<file path="src/rtl/fft8_pkg.sv">
// Shared constants, types and helpers for the 8-point radix-2 DIT FFT sequencer.
package fft8_pkg;

    localparam int N     = 8;
    localparam int LOG2N = 3;
    localparam int DW    = 8;

    typedef logic signed [DW-1:0] sample_t;

    typedef enum logic [1:0] {
        LOAD,
        COMPUTE,
        UNLOAD
    } state_t;

    // W8^k scaled by 64, k = 0..3
    localparam sample_t TW_R [4] = '{8'sd64, 8'sd45, 8'sd0, -8'sd45};
    localparam sample_t TW_I [4] = '{8'sd0, -8'sd45, -8'sd64, -8'sd45};

    function automatic logic [LOG2N-1:0] rev3(input logic [LOG2N-1:0] n);
        return {n[0], n[1], n[2]};
    endfunction

endpackage

</file>
<file path="src/rtl/fft8_agu.sv">
// Butterfly address generator: maps (stage, butterfly) to the operand pair and twiddle index.
module fft8_agu
    import fft8_pkg::*;
(
    input  logic [1:0]       s,
    input  logic [1:0]       b,
    output logic [LOG2N-1:0] top,
    output logic [LOG2N-1:0] bot,
    output logic [1:0]       k
);

    // NOTE: every output gets a default before the case so no path leaves a latch behind.
    always_comb begin
        top = '0;
        k   = '0;
        case (s)
            2'd0: begin
                top = {b, 1'b0};
                k   = 2'd0;
            end
            2'd1: begin
                top = {b[1], 1'b0, b[0]};
                k   = {b[0], 1'b0};
            end
            default: begin
                top = {1'b0, b};
                k   = b;
            end
        endcase
        // top always has bit s clear, so OR-ing the span in is the same as adding it
        bot = top | (3'b001 << s);
    end

endmodule

</file>
<file path="src/rtl/fft8_dit_ctrl.sv">
// Frame buffer, sequencing FSM and operand/twiddle muxing around an external radix-2 butterfly.
module fft8_dit_ctrl
    import fft8_pkg::*;
(
    input  logic                 clk,
    input  logic                 rst,
    input  logic                 in_valid,
    output logic                 in_ready,
    input  logic signed [DW-1:0] in_r,
    input  logic signed [DW-1:0] in_i,
    output logic signed [DW-1:0] bf_xr0,
    output logic signed [DW-1:0] bf_xi0,
    output logic signed [DW-1:0] bf_xr1,
    output logic signed [DW-1:0] bf_xi1,
    output logic signed [DW-1:0] bf_wr,
    output logic signed [DW-1:0] bf_wi,
    input  logic signed [DW-1:0] bf_yr0,
    input  logic signed [DW-1:0] bf_yi0,
    input  logic signed [DW-1:0] bf_yr1,
    input  logic signed [DW-1:0] bf_yi1,
    output logic                 out_valid,
    input  logic                 out_ready,
    output logic signed [DW-1:0] out_r,
    output logic signed [DW-1:0] out_i,
    output logic                 out_last,
    output logic                 busy
);

    state_t           state, state_nxt;
    logic [3:0]       cnt, cnt_nxt;
    sample_t          mem_r [N];
    sample_t          mem_i [N];
    logic [LOG2N-1:0] top, bot;
    logic [1:0]       tw_k;

    // One counter serves all phases: load beat, butterfly index {stage, bfly}, unload index.
    fft8_agu u_agu (
        .s   (cnt[3:2]),
        .b   (cnt[1:0]),
        .top (top),
        .bot (bot),
        .k   (tw_k)
    );

    // NOTE: sequential state uses non-blocking assignments so every register samples pre-edge values.
    always_ff @(posedge clk) begin
        if (rst) begin
            state <= LOAD;
            cnt   <= '0;
        end else begin
            state <= state_nxt;
            cnt   <= cnt_nxt;
        end
    end

    // NOTE: the buffer is intentionally not reset; every entry is rewritten in LOAD before it is read.
    always_ff @(posedge clk) begin
        if (state == LOAD && in_valid) begin
            mem_r[rev3(cnt[2:0])] <= in_r;
            mem_i[rev3(cnt[2:0])] <= in_i;
        end else if (state == COMPUTE) begin
            mem_r[top] <= bf_yr0;
            mem_i[top] <= bf_yi0;
            mem_r[bot] <= bf_yr1;
            mem_i[bot] <= bf_yi1;
        end
    end

    always_comb begin
        state_nxt = state;
        cnt_nxt   = cnt;
        in_ready  = 1'b0;
        busy      = 1'b0;
        out_valid = 1'b0;
        out_last  = 1'b0;
        out_r     = '0;
        out_i     = '0;
        bf_xr0    = '0;
        bf_xi0    = '0;
        bf_xr1    = '0;
        bf_xi1    = '0;
        bf_wr     = '0;
        bf_wi     = '0;

        case (state)
            LOAD: begin
                in_ready = 1'b1;
                if (in_valid) begin
                    if (cnt == 4'd7) begin
                        state_nxt = COMPUTE;
                        cnt_nxt   = '0;
                    end else begin
                        cnt_nxt = cnt + 4'd1;
                    end
                end
            end

            COMPUTE: begin
                busy   = 1'b1;
                bf_xr0 = mem_r[top];
                bf_xi0 = mem_i[top];
                bf_xr1 = mem_r[bot];
                bf_xi1 = mem_i[bot];
                bf_wr  = TW_R[tw_k];
                bf_wi  = TW_I[tw_k];
                if (cnt == 4'd11) begin
                    state_nxt = UNLOAD;
                    cnt_nxt   = '0;
                end else begin
                    cnt_nxt = cnt + 4'd1;
                end
            end

            UNLOAD: begin
                out_valid = 1'b1;
                out_r     = mem_r[cnt[2:0]];
                out_i     = mem_i[cnt[2:0]];
                out_last  = (cnt == 4'd7);
                if (out_ready) begin
                    if (cnt == 4'd7) begin
                        state_nxt = LOAD;
                        cnt_nxt   = '0;
                    end else begin
                        cnt_nxt = cnt + 4'd1;
                    end
                end
            end

            default: begin
                state_nxt = LOAD;
                cnt_nxt   = '0;
            end
        endcase
    end

endmodule
</file>
<file path="config.mk">
export PLATFORM = sky130hd
export DESIGN_NAME = fft8_dit_ctrl
export DESIGN_NICKNAME = d
export VERILOG_FILES = /design/src/rtl/fft8_pkg.sv /design/src/rtl/fft8_agu.sv /design/src/rtl/fft8_dit_ctrl.sv
export SDC_FILE = /design/constraint.sdc
export NUM_CORES = 1
export LEC_CHECK = 0
export CAP_MARGIN = 10
export CELL_PAD_IN_SITES_DETAIL_PLACEMENT = 1
export CELL_PAD_IN_SITES_GLOBAL_PLACEMENT = 1
export CORE_MARGIN = 2
export CORE_UTILIZATION = 30
export CTS_BUF_LIST = sky130_fd_sc_hd__clkbuf_4 sky130_fd_sc_hd__clkbuf_8 sky130_fd_sc_hd__clkbuf_16
export CTS_CLUSTER_SIZE = 8
export DETAILED_ROUTE_END_ITERATION = 8
export PLACE_DENSITY_LB_ADDON = 0.1
export SYNTH_ARGS = -nofsm -noshare
export SYNTH_HDL_FRONTEND = slang
export SYNTH_SLANG_ARGS = --single-unit
</file>
<file path="constraint.sdc">
create_clock -name clk -period 6.1 [get_ports clk]
set_clock_uncertainty 0.1 [all_clocks]
set_input_delay 1.22 -clock clk [delete_from_list [all_inputs] [get_ports clk]]
set_output_delay 1.22 -clock clk [all_outputs]
set_load 0.02 [all_outputs]
</file>
==> impl_metrics.toml <==
[run_status]
outcome = "complete, no violations"

[route]
routed-via-count = 8860
firstDrtPassIters = 5
drt_iter0_markers = 848
antenna_left = 0
wire_per_inst_um = 28.0
drc_errors = 0
wl_um = 43000
viasPerCell = 5.77

[clock_network]
cts_tree = "done"
cts.sinks = 137
cts_root_buf = "clkbuf_16"
cts_setup_buffers = 0
numCtsBuffers = 17
postCtsHoldBufs = 0
clk_latency_ps = 430
clk_pin_slew_ps = 70
h-tree-depth = 4
cts-resized-gates = 0
cts.path.max_buffers = 2

[sta]
worstMarginPinSlew_ps = 1150
timing.fmax_mhz = 192
rsz0062_at_grt = "false"
fin_crit_ps = 5200
hold_viol = 0
setup_viol = 0
slew_violations = 0
min_period_over_period_pct = 85.2
fin_tns_setup_ps = 0
slew_headroom_pct = 23.1

[synthesis]
yosys.area.top_type = "edfxtp_1"
syn_area_sq_mm = 0.00975
netlist_top_cells_area = "edfxtp_1 (39%), mux2i_1 (10%), mux4_2 (7.4%)"
netlist_instances = 1000
synthArstFlopShare_pct = 0
yosys.cell_types.count = 67
synth-main-ff-cell = "edfxtp_1"
synth-seq-cells = 137
synth_edf_count = 128
yosys_warnings = 0
seq_area_frac_synth_pct = 41.3
avgSynthCellArea_sq_um = 9.75
netlist.area_leader.share_pct = 39.4

[grt]
grt_max_degree = 40
grt_pass1_vias = 8837
grtUsageTotal_pct = 25.5
grt_pass1_wl_um = 61700
grt-ovfl-total = 0
antenna_found_initial = 0

[finish]
multi_input_area_sq_mm = 0.00520
instances_no_fill = 1535
nFillCells = 3544
postLayoutCellArea_sq_mm = 0.0120
drive_gt1_share_pct = 13.5
layout_common_cells = "nor2_1 (134), edfxtp_1 (128), a21oi_1 (119)"
syn2layout_area_growth_pct = 23.1
final_nets = 1143
seq_area_sq_mm = 0.00403
num_antenna_cells = 0
final_common_cell = "nor2_1"

[placed_design]
place_hpwl_um = 28100
place_congestion = 0.825
dp.cells = 1503
dpl_cell_area_sq_mm = 0.0114
portBuffers = 116

[floorplan]
pin_count = 120
fp-row-count = 65
start_util_pct = 30.6
core_sq_mm = 0.0318
die_y_um = 184
fp.dieW_um = 184
dieArea_sq_mm = 0.0339

[critical_path]
rr_endpoint = "mem_r[6][0]"
arrival_ps = 3880
crit_end = "bf_xr0[3]"
r2r_start = "state[0]"
cp-start-kind = "flop"
crit_fanout = 39
required_ps = 4780
cp-end-kind = "output pin"
crit_type = "flop to output pin"
startpoint = "cnt[0]"
rrSetupSlack_ps = 2640
r2r_cells = 7

[min_path]
min_path_type = "flop to flop"
worstHoldStart = "state[1]"

[run]
max_cap_viol_count = 0

[power]
power.density_mw_per_mm2 = 226
ir_drop_mv = 0.151
leakage_nw = 4.41
==> critical path, stage by stage (launching register included) <==
cell	delay [ps]
dfxtp_2	740
buf_4	550
nor4b_1	380
o21ai_1	430
buf_4	370
o22ai_1	190
a211o_1	140
clkdlybuf4s50_1	600
==> flip-flops by register name, indices dropped and copies added, names as in the netlist, named ones only <==
signal / flops
cnt: 4
mem_r: 64
mem_i: 64
state: 2
==> synth_stat cells, types with 4 or more instances <==
| cell | count |
|---|---|
| buf_2 | 47 |
| clkbuf_1 | 19 |
| a211o_1 | 14 |
| nand2_1 | 103 |
| mux2i_1 | 98 |
| mux2_2 | 10 |
| o21ai_0 | 30 |
| nand2b_1 | 12 |
| o2111ai_1 | 5 |
| o211ai_1 | 4 |
| a31oi_1 | 10 |
| a311oi_1 | 5 |
| a32o_1 | 11 |
| buf_4 | 21 |
| and2_1 | 4 |
| nor2_1 | 135 |
| and3_1 | 8 |
| nor3_1 | 5 |
| a211oi_1 | 5 |
| nand3_1 | 20 |
| o21a_1 | 10 |
| a32oi_1 | 12 |
| inv_1 | 27 |
| dfxtp_1 | 9 |
| mux4_2 | 32 |
| a21oi_1 | 120 |
| ha_1 | 4 |
| a221oi_1 | 4 |
| buf_1 | 4 |
| buf_6 | 4 |
| o22ai_1 | 22 |
| edfxtp_1 | 128 |
| o221ai_1 | 8 |
==> cell type report <==
| type | instances | area share [%] |
|---|---|---|
| timing repair buffer | 161 | 12.5 |
| clock inverter | 15 | 1.56 |
| clock buffer | 17 | 3.55 |
| inverter | 28 | 0.876 |
| sequential | 137 | 33.6 |
| tap | 435 | 4.54 |
| multi-input combinational | 742 | 43.4 |
==> report_power, final <==
part	internal (mW)	total, mW	switching [mW]	leakage, nW
logic	0.202	0.484	0.282	2.88
clock network	0.653	1.13	0.472	0.294
registers	1.06	1.10	0.0417	1.24
==> metal layers <==
metal	vias up	share of wire (%)	GRT usage, %
met3	62	5.1	2.88
met1	4526	45	34.7
met5	-	0	0
li1	3926	-	-
met4	0	2.6	8.32
met2	346	47	42.4
==> how the worst min path moves through the flow <==
stage	slack, ps	cells past startpoint	to
floorplan	530	4	flop
global placement	550	2	state[0]
detailed placement	550	2	state[0]
CTS	560	2	state[0]
global route	600	2	state[0]
finish	560	2	state[0]
==> metrics by stage <==
| stage | hold slack, ps | worst slack (ps) | utilization [%] | total power [mW] |
|---|---|---|---|---|
| 2_1_floorplan | 527 | 1350 | - | 1.40 |
| 3_3_place_gp | 554 | 1410 | 35.8 | 1.60 |
| 3_5_place_dp | 554 | 1400 | 35.8 | 1.60 |
| 4_1_cts | 562 | 941 | 37.7 | 2.72 |
| 5_1_grt | 604 | 713 | 37.7 | 2.79 |
| 6_report | 564 | 900 | 37.7 | 2.71 |
==> cell families after synthesis <==
logic type | synth area share (%)
mux | 18.6
buf+inv | 6.46
flops | 41.3
fa+ha+maj | 0.514
simple gates | 14.0
xor+xnor | 0.360
other cells | 0.0385
compound gates | 18.7
Power figures use the tool's default switching activity.
